**src/rtl/csa_resolve_if.sv**
```systemverilog
// Handshake bundle for the carry-save resolver: operand pair in, binary result out.
interface csa_resolve_if #(
    parameter int DW = 16
);
    logic [DW-1:0] s;
    logic [DW-1:0] c;
    logic          in_valid;
    logic          in_ready;
    logic [DW+1:0] sum;
    logic          out_valid;
    logic          out_ready;

    modport master (
        output s, c, in_valid, out_ready,
        input  in_ready, sum, out_valid
    );

    modport slave (
        input  s, c, in_valid, out_ready,
        output in_ready, sum, out_valid
    );
endinterface

```
**src/rtl/csa_resolve.sv**
```systemverilog
// Sequential carry-propagate resolver: sum = s + (c << 1), CW bits per cycle.
//
// state | meaning
// ------+-------------------------------------------------------------
// IDLE  | waiting for an operand pair; in_ready high
// BUSY  | adding chunk k of the latched operands, carry held in cy_q
// DONE  | result held on sum with out_valid until out_ready
module csa_resolve #(
    parameter int DW = 16,
    parameter int CW = 4
) (
    input logic          clk,
    input logic          nreset,
    csa_resolve_if.slave bus
);
    localparam int N  = DW / CW;
    localparam int KW = (N > 1) ? $clog2(N) : 1;

    typedef enum logic [1:0] {
        IDLE = 2'd0,
        BUSY = 2'd1,
        DONE = 2'd2
    } state_t;

    state_t        state;
    state_t        state_nx;

    logic [DW-1:0] a_q;
    logic [DW-1:0] b_q;
    logic [DW-1:0] r_q;
    logic [DW-1:0] r_nx;
    logic          hi_q;
    logic          cy_q;
    logic [KW-1:0] k_q;
    logic [DW+1:0] sum_q;
    logic [CW:0]   add_res;
    logic          last;
    int            base;

    assign last = (k_q == KW'(N - 1));

    // One CW-bit adder shared across all chunks, selected by k.
    always_comb begin
        base    = int'(k_q) * CW;
        add_res = {1'b0, a_q[base +: CW]} + {1'b0, b_q[base +: CW]} + {{CW{1'b0}}, cy_q};
        r_nx    = r_q;
        r_nx[base +: CW] = add_res[CW-1:0];
    end

    always_ff @(posedge clk or negedge nreset) begin
        if (!nreset) begin
            state <= IDLE;
        end else begin
            state <= state_nx;
        end
    end

    always_comb begin
        state_nx = state;
        case (state)
            IDLE:    if (bus.in_valid)  state_nx = BUSY;
            BUSY:    if (last)          state_nx = DONE;
            DONE:    if (bus.out_ready) state_nx = IDLE;
            default:                    state_nx = IDLE;
        endcase
    end

    always_ff @(posedge clk or negedge nreset) begin
        if (!nreset) begin
            a_q   <= '0;
            b_q   <= '0;
            r_q   <= '0;
            hi_q  <= 1'b0;
            cy_q  <= 1'b0;
            k_q   <= '0;
            sum_q <= '0;
        end else begin
            case (state)
                IDLE: begin
                    if (bus.in_valid) begin
                        a_q  <= bus.s;
                        b_q  <= {bus.c[DW-2:0], 1'b0};
                        hi_q <= bus.c[DW-1];
                        cy_q <= 1'b0;
                        k_q  <= '0;
                    end
                end
                BUSY: begin
                    cy_q <= add_res[CW];
                    r_q  <= r_nx;
                    k_q  <= k_q + KW'(1);
                    // The dropped top carry bit (weight 2^DW) folds in with the final carry-out.
                    if (last) begin
                        sum_q <= {hi_q & add_res[CW], hi_q ^ add_res[CW], r_nx};
                    end
                end
                default: ;
            endcase
        end
    end

    assign bus.in_ready  = (state == IDLE);
    assign bus.out_valid = (state == DONE);
    assign bus.sum       = sum_q;
endmodule
```
**src/flat_wrapper.sv**
```systemverilog
// flat-port wrapper written by rule: the top's interface ports become plain ports
module csa_resolve_flat 
#(
    parameter int DW = 16,
    parameter int CW = 4
)
  (clk, nreset, bus_s, bus_c, bus_in_valid, bus_out_ready, bus_in_ready, bus_sum, bus_out_valid);
  csa_resolve_if #(.DW(DW)) bus_i ();
  input logic clk;
  input logic nreset;
  input wire logic [$bits(bus_i.s)-1:0] bus_s;
  input wire logic [$bits(bus_i.c)-1:0] bus_c;
  input wire logic [$bits(bus_i.in_valid)-1:0] bus_in_valid;
  input wire logic [$bits(bus_i.out_ready)-1:0] bus_out_ready;
  output wire logic [$bits(bus_i.in_ready)-1:0] bus_in_ready;
  output wire logic [$bits(bus_i.sum)-1:0] bus_sum;
  output wire logic [$bits(bus_i.out_valid)-1:0] bus_out_valid;
  assign bus_i.s = bus_s;
  assign bus_i.c = bus_c;
  assign bus_i.in_valid = bus_in_valid;
  assign bus_i.out_ready = bus_out_ready;
  assign bus_in_ready = bus_i.in_ready;
  assign bus_sum = bus_i.sum;
  assign bus_out_valid = bus_i.out_valid;
  csa_resolve #(.DW(DW), .CW(CW)) u_core (.clk(clk), .nreset(nreset), .bus(bus_i));
endmodule
```
**config.mk**
```make
export PLATFORM = sky130hd
export DESIGN_NAME = csa_resolve_flat
export DESIGN_NICKNAME = d
export VERILOG_FILES = /design/src/rtl/csa_resolve_if.sv /design/src/rtl/csa_resolve.sv /design/src/flat_wrapper.sv
export SDC_FILE = /design/constraint.sdc
export NUM_CORES = 1
export LEC_CHECK = 0
export BUFFER_PORTS_ARGS = -buffer_cell sky130_fd_sc_hd__buf_2
export CAP_MARGIN = 15
export CORE_ASPECT_RATIO = 1.75
export CORE_MARGIN = 10
export CORE_UTILIZATION = 52
export CTS_CLUSTER_SIZE = 14
export DETAILED_ROUTE_END_ITERATION = 16
export GPL_ROUTABILITY_DRIVEN = 1
export PLACE_DENSITY = 0.75
export RECOVER_POWER = 50
export REMOVE_ABC_BUFFERS = 1
export SETUP_SLACK_MARGIN = 0.02
export SYNTH_ARGS = -nofsm -noshare
export SYNTH_HDL_FRONTEND = slang
export SYNTH_SLANG_ARGS = --single-unit
```
**constraint.sdc**
```tcl
create_clock -name clk -period 4.25 [get_ports clk]
set_input_delay 0.2125 -clock clk [delete_from_list [all_inputs] [get_ports clk]]
set_output_delay 0.2125 -clock clk [all_outputs]
set_load 0.03 [all_outputs]
```
Word-level counts from Yosys, hierarchy flattened:

Index checks and enable logic that the tools add are counted.
Widths: inputs -> output; s select.

* flip-flop bits (word level): 71
* bits of input ports: 36
* output and inout bits: 20
* logic and storage cells: 39

* add/sub/neg operators: 4
* equality and inequality tests: 6
* shifts and indexed selects: 4
* muxes and demuxes: 9
* bitwise logic cells: 2
* reduce and logical (&&, ||, !) cells: 6

Operator list (number)
* $neg 4->33: 1
* $shift 4x33->16 const A: 1
* $shiftx 4x33->16: 1
* $shiftx 16x5->4: 2
* $bwmux 16: 1
* $mux 2: 4
* $pmux 2 s3: 1
* $reduce_and 2->1: 3
* $add 4x4->5: 1
* $add 5x1->5: 1
* $eq 2x2->1 const B: 2
* $ne 2x2->1 const B: 2
* $pmux 2 s2: 1
* $reduce_and 3->1: 1
* $add 2x1->2 const B: 1
* $eq 2x1->1 const B: 1
* $logic_not 2->1: 1
* $ne 2x1->1 const B: 1
* $pmux 1 s2: 1
* $reduce_bool 2->1: 1
* $and 1x1->1: 1
* $mux 1: 1
* $xor 1x1->1: 1

Logic depth before layout (Yosys ltp):

Gate-level depths: netlist of the first run.

* depth after elaboration: 5
* depth in mapped cells: 10
* mapped depth without buffers: 10

Worst setup path before layout of the first run:

No wires, ideal clock.

* path type: register -> register
* start point: reg u_core.k_q[0]
* end point: reg u_core.sum_q[16] (netlist: u_core.bus.sum[16])
* library setup time: 0.117 ns
* data arrival time: 2.664 ns
* required time: 4.133 ns
* slack: 1.469 ns
* cell stages (with the launch flop): 10
* buffers on the path: 1
* clock period less this slack: 2.781 ns
* cell sequence: dfrtp_1 > buf_4 > mux4_2 > fa_1 > fa_1 > a21o_2 > a21o_1 > ha_1 > nand2_1 > nand2_1

* word-level cells in the longest chain between the ends: 4
* elaborated cells between the ends (all ways): 7
* those cells by class: add/sub: 2; eq/ne: 1; shift: 2; bitwise: 1; reduce/logical: 1

Ends and longest elaborated chain
* from (decl): RTL line csa_resolve.sv:34 `logic [KW-1:0] k_q;`
* from (signal assigned): RTL line csa_resolve.sv:91 `k_q <= k_q + KW'(1);`
* $shiftx 16x5->4: RTL line csa_resolve.sv:45 `add_res = {1'b0, a_q[base +: CW]} + {1'b0, b_q[base +: CW]} + {{CW{1'b0}}, cy_q};`
* $add 4x4->5: RTL line csa_resolve.sv:45
* $add 5x1->5: RTL line csa_resolve.sv:45
* $xor 1x1->1: RTL line csa_resolve.sv:94 `sum_q <= {hi_q & add_res[CW], hi_q ^ add_res[CW], r_nx};`
* to (signal assigned): RTL line csa_resolve.sv:94
* to (decl): RTL line csa_resolve.sv:35 `logic [DW+1:0] sum_q;`

Several ways; a longest one is shown, not always the timed one.
A chain may end at the register's enable or synchronous reset.

Worst setup path in the final report of the first run:

Ends and elaborated chain as after synthesis.

==> results of run 1 <==
per-stage QoR:
stage | std cells | power, mW | setup WS (ns) | util | cell area [um2]
6_report | 389 | 3.564 | 1.063 | 0.6059 | 3745
5_1_grt | 389 | 3.811 | 0.7697 | 0.6059 | 3745
4_1_cts | 389 | 3.602 | 1.022 | 0.6087 | 3762
3_5_place_dp | 374 | 3.114 | 1.034 | 0.5802 | 3586
3_3_place_gp | 374 | 3.052 | 1.125 | 0.5802 | 3586
2_1_floorplan | 237 | 2.592 | 1.305 | - | 3196
flip-flops by register name, summed over array words and instances (netlist names):
signal / count
u_core.bus.sum: 18
u_core.a_q: 16
u_core.r_q: 16
u_core.b_q: 15
u_core.k_q: 2
u_core.state: 2
u_core.cy_q: 1
u_core.hi_q: 1
cells in the final DEF (no fill, tap or decap), types with 10 or more instances in the layout:
cell type   n
dfrtp_1    71
buf_2      44
mux2_2     32
nor2_1     29
nand2_1    16
clkbuf_1   15
a221oi_1   12
a32o_1     12
clkbuf_8   12
ha_1       10
power by group:
part	switching [mW]	internal, mW
clock	0.225	0.258
combinational	1.09	0.775
sequential	0.217	0.995
total	1.54	2.03
kinds of logic (layout without fill, tap and decap cells):
kind of cell | count (synthesis) | count (layout)
flops | 71 | 71
fa+ha+maj | 12 | 12
simple gates | 60 | 60
mux | 40 | 40
compound gates | 46 | 46
xor+xnor | 1 | 1
buf+inv | 20 | 79
layout make-up:
class                      instances  area (um2)  area share
timing repair buffer              57       272.8     0.07284
clock buffer                      15       176.4     0.04711
inverter                           7       26.28    0.007016
multi-input combinational        159        1393      0.3719
sequential                        71        1777      0.4744
tap                               80       100.1     0.02673
how the worst min path moves through the flow:
stage                             start                     endpoint
after floorplan                  nreset    u_core.a_q[0]$_DFFE_PN0P_
after global placement           nreset   u_core.b_q[13]$_DFFE_PN0P_
final                     bus_out_ready  u_core.state[1]$_DFFE_PN0P_
after CTS                        nreset  u_core.state[1]$_DFFE_PN0P_
after detailed placement         nreset    u_core.a_q[5]$_DFFE_PN0P_
after global routing      bus_out_ready  u_core.state[1]$_DFFE_PN0P_
critical path: stages (launching register included):
cell	delay [ns]
dfrtp_1	0.79
inv_1	0.33
nand3_1	0.13
o21ai_0	0.14
fa_1	0.46
fa_1	0.41
a21o_2	0.23
a21o_1	0.19
ha_1	0.27
nand2_1	0.06
nand2_1	0.06
layer usage:
layer	share of wire	wire (um)	track usage
met1	0.36	2451	0.1503
met2	0.57	3830	0.2539
met3	0.058	395	0.05093
met4	0.013	87	0.06250
met5	0	0	0
cell usage after synthesis (4+ instances only):
cell type / number
a22o_1: 4
inv_1: 7
ha_1: 10
nand2_1: 16
buf_4: 4
a21oi_1: 4
o21ai_0: 5
a221oi_1: 12
nor2_1: 29
dfrtp_1: 71
a32o_1: 12
a32oi_1: 4
mux4_2: 7
mux2_2: 32
buf_2: 4
==> impl_metrics.yaml, run 1 <==
outcome:
  status: "finished, violations left"
  violations_in_the_final_reports: "capacitance limit, slew limit"
logic_synthesis:
  ys.flop_type: "dfrtp_1"
  dominant_combinational_cell_family_by_area_after_synthesis: "multiplexers"
  syn_avg_cell_area_um2: 13.12
  synth_seq_area_share: 0.5418
  synth.distinct_cells: 37
  yosysTopAreaCellShare: 0.5418
  synth_cells: 250
  synth_area_leader_cell: "dfrtp_1"
  synth.cell_area_um2: 3279
  post_synth_mux_area_share: 0.1610
  yosys.area_share.adder: 0.05036
  synth_warn: 0
  synth_xor_area_frac: 0.002671
  synth_area_leaders: "dfrtp_1, mux2_2, mux4_2"
  postSynthRegisterBits: 71
  synth_simple_gate_area_frac: 0.09462
  synth_compound_area_frac: 0.1160
  postSynth.asyncResetShare: 1.000
  synth-edff-count: 0
cells_and_area:
  proportion_of_layout_cells_with_a_drive_suffix_above_1: 0.3366
  n_fill_cell: 529
  num_antenna_cells: 0
  final_net_count: 353
  area_delta_synth_final_pct: 14.19
timing:
  timing.slew.headroom: -0.4042
  setup_skew_ns: 0.01015
  slew_violations: 74
  final_period_minus_worst_setup_slack_ns: 3.187
  timing.setup.tns_ns: 0
  fin_hold_ws_ns: 0.05586
  worstMarginPinSlew_ns: 2.106
  min_period_over_period: 0.7499
  final-hold-violation-count: 0
  finalSetupViolCount: 0
  max_clock_freq_mhz: 313.8
  setup_repair_after_global_routing_missed_its_margin: "no"
setup_path:
  data_arrival_time_of_the_worst_path_ns: 3.41
  timing.critical_path.from: "u_core.k_q[0]$_DFFE_PN0P_"
  cp_max_fo: 14
  cp-start-kind: "flip-flop"
  end_kind: "flip-flop"
  regToRegSetupSlack_ns: 1.06
  ff2ff_path_depth: 10
  crit_required_ns: 4.48
  critical_path_class: "reg -> reg"
  endpoint: "u_core.bus.sum[16]$_DFFE_PN0P_"
  r2r-start: "u_core.k_q[0]$_DFFE_PN0P_"
  reg2reg_to: "u_core.bus.sum[16]$_DFFE_PN0P_"
clocking:
  clockBufferDepth: 2
  worst_skew_pair.late_latency_ns: 0.35
  clkTransAtPathRegs_ns: 0.07
  cts_root_buf: "clkbuf_8"
  numClockSinks: 71
  postCtsHoldBufs: 0
  cts_resized: 0
  cts-buffers-inserted: 9
  cts_tree: "yes"
  postcts_setup_bufs: 0
  htree_levels: 3
drt:
  final_antenna_net_count: 0
  wl_per_cell_um: 17.39
  via_count_of_the_routed_design: 2191
  routed_wl_mm: 6.764
  drtPass1Iterations: 4
  detail_route.iter0.violations: 161
  number_of_vias_per_cell_after_detailed_routing: 5.632
  remaining_drc_errors: 0
die:
  chipWidth_um: 80.03
  core_region_area_um2: 6181
  initial_utilization: 0.5306
  die_h_um: 125.1
  row_count: 38
  design.portCount: 56
  dieArea_um2: 10010
grt:
  grt_pass1_vias: 2387
  maximum_number_of_pins_on_one_net_before_global_route_repair: 42
  antenna_found_initial: 0
  grt_overflow_total: 0
  gr-usage-all-layers: 0.1455
  wire_length_of_the_first_global_routing_pass_mm: 11.62
pwr:
  vdd_drop_max_uv: 470.0
  power.static_leakage_nw: 1.694
  p_per_area_nw_per_um2: 951.7
place:
  dp_hpwl_mm: 5.083
  placer_s_final_routability_congestion_estimate: 0.8269
  io_buffer_count: 55
worst_hold_path:
  hold_depth: 2
  holdCritPathClass: "in -> reg"
flow_run:
  drv.max_cap_violation_count: 2
(Power assumes the default switching activity.)
==> inputs of run 2 (changes only) <==
Settings changed: CORE_UTILIZATION 52 to 50.
Clock period 4.25 ns to 2.9 ns, I/O delays scaled along.
==> run 2 against run 1 <==
The flow still finishes with violations (capacitance limit, slew limit); core utilization is 0.29 points higher; clock power increased by 120%; via count increased by 2.1%; fmax up 18%; final cell count grew 3.1%; wire length increased by 2.6%; global-route usage increased by 0.31 points; register-to-register slack worse by 0.86 ns; critical path depth shrank 1.
==> impl_metrics.yaml, run 2 (synthesis gave the netlist of run 1 again) <==
outcome:
  status: "finished, violations left"
  violations_in_the_final_reports: "capacitance limit, slew limit"
cells_and_area:
  area_delta_synth_final_pct: 19.57
  commonest_non_fill_non_tap_cell_in_the_layout: "dfrtp_1"
  layout_common_cells: "dfrtp_1, buf_2, mux2_2, nor2_1, clkbuf_1"
  largest_register_ffs: 18
  final_net_count: 362
  num_antenna_cells: 0
  proportion_of_layout_cells_with_a_drive_suffix_above_1: 0.3323
  layoutNonFillerInstCount: 401
  layout.cell_area.non_filler_um2: 3921
timing:
  setup_repair_after_global_routing_missed_its_margin: "yes"
  worstMarginPinSlew_ns: 2.124
  final_period_minus_worst_setup_slack_ns: 2.696
  max_clock_freq_mhz: 370.9
  setup_skew_ns: 0.005148
  min_period_over_period: 0.9296
  slew_violations: 78
  timing.setup.tns_ns: 0
  timing.slew.headroom: -0.4162
  final-hold-violation-count: 0
  finalSetupViolCount: 0
drt:
  number_of_vias_per_cell_after_detailed_routing: 5.576
  wl_per_cell_um: 17.31
  drtPass1Iterations: 4
  detail_route.iter0.violations: 192
  via_count_of_the_routed_design: 2236
  remaining_drc_errors: 0
  final_antenna_net_count: 0
  routed_wl_mm: 6.942
grt:
  gr-usage-all-layers: 0.1486
  grt_pass1_vias: 2512
  maximum_number_of_pins_on_one_net_before_global_route_repair: 41
  grt_overflow_total: 0
  wire_length_of_the_first_global_routing_pass_mm: 11.87
  antenna_found_initial: 0
setup_path:
  r2r-start: "u_core.k_q[1]$_DFFE_PN0P_"
  data_arrival_time_of_the_worst_path_ns: 2.92
  end_kind: "flip-flop"
  reg2reg_to: "u_core.bus.sum[16]$_DFFE_PN0P_"
  cp-start-kind: "flip-flop"
  crit_required_ns: 3.12
  ff2ff_path_depth: 9
  critical_path_class: "reg -> reg"
  cp_max_fo: 4
  regToRegSetupSlack_ns: 0.20
place:
  placedInstanceArea_um2: 3649
  dp_hpwl_mm: 5.386
  placer_s_final_routability_congestion_estimate: 0.8232
  io_buffer_count: 55
  placed_cells: 384
pwr:
  vdd_drop_max_uv: 718.3
  p_per_area_nw_per_um2: 1461
  power.static_leakage_nw: 1.758
worst_hold_path:
  hold_depth: 2
  timing.hold.worst_endpoint: "u_core.state[1]$_DFFE_PN0P_"
  holdCritPathClass: "in -> reg"
  min_from: "bus_out_ready"
clocking:
  cts_root_buf: "clkbuf_16"
  postcts_setup_bufs: 0
  htree_levels: 3
  numClockSinks: 71
  cts-buffers-inserted: 9
  worst_skew_pair.late_latency_ns: 0.33
  clockBufferDepth: 2
  cts_tree: "yes"
  clkTransAtPathRegs_ns: 0.06
die:
  die_h_um: 127.1
  core_region_area_um2: 6441
  chipWidth_um: 81.22
  dieArea_um2: 10330
  row_count: 39
  design.portCount: 56
  initial_utilization: 0.5091
flow_run:
  drv.max_cap_violation_count: 2
[run 2: final cells by class]
class / instances / area [um2]
Sequential cell: 71 / 1777
Timing Repair Buffer: 66 / 325.3
Clock buffer: 10 / 229.0
Fill cell: 573 / 2520
Tap cell: 82 / 102.6
Clock inverter: 6 / 61.31
Multi-Input combinational cell: 159 / 1400
Inverter: 7 / 26.28
[run 2: through the flow]
step / setup WS (ns) / total power [mW] / hold WS [ns] / util
6_report: 0.2041 / 5.728 / 0.004108 / 0.6088
4_1_cts: 0.1380 / 5.785 / 0.0004330 / 0.6131
3_3_place_gp: 0.2202 / 4.603 / 0.2965 / 0.5664
2_1_floorplan: -0.04547 / 3.799 / -0.1506 / -
5_1_grt: 0.01027 / 6.146 / 0.02997 / 0.6088
3_5_place_dp: 0.1450 / 4.714 / 0.3143 / 0.5664
[run 2: report_power, final]
group / internal (mW) / switching, mW / total (mW)
Combinational: 1.22 / 1.72 / 2.94
Clock: 0.662 / 0.402 / 1.06
Sequential: 1.46 / 0.263 / 1.72
[run 2: worst max path at each step]
stage | from | to | slack [ns] | cells after the start
after floorplan | u_core.k_q[0]$_DFFE_PN0P_ | u_core.bus.sum[16]$_DFFE_PN0P_ | -0.05 | 8
after global placement | u_core.k_q[0]$_DFFE_PN0P_ | u_core.r_q[14]$_DFFE_PN0P_ | 0.22 | 9
after detailed placement | u_core.k_q[1]$_DFFE_PN0P_ | u_core.r_q[2]$_DFFE_PN0P_ | 0.15 | 7
after CTS | u_core.k_q[1]$_DFFE_PN0P_ | u_core.r_q[2]$_DFFE_PN0P_ | 0.14 | 7
after global routing | u_core.k_q[0]$_DFFE_PN0P_ | u_core.bus.sum[16]$_DFFE_PN0P_ | 0.01 | 11
final | u_core.k_q[1]$_DFFE_PN0P_ | u_core.bus.sum[16]$_DFFE_PN0P_ | 0.20 | 9
[run 2: critical path, stage by stage, from the launching register on]
cell     delay (ns)
dfrtp_1        0.44
mux2i_1        0.31
o21ai_0        0.16
fa_1           0.45
fa_1           0.44
a21o_2         0.23
a21o_1         0.19
ha_1           0.27
nand2_1        0.06
nand2_1        0.04
[run 2: timing repair]
item                                    CTS  global route
gates resized for setup                   0             1
hold buffers                              1             0
hold endpoints to repair                 38             0
endpoints found under the setup margin    0             4
[run 2: layer usage]
layer / GRT usage / vias to the layer above / part of all wire
li1: - / 1045 / -
met1: 0.1501 / 1115 / 0.35
met2: 0.2632 / 61 / 0.56
met3: 0.04284 / 15 / 0.053
met4: 0.07881 / 0 / 0.034
met5: 0 / - / 0
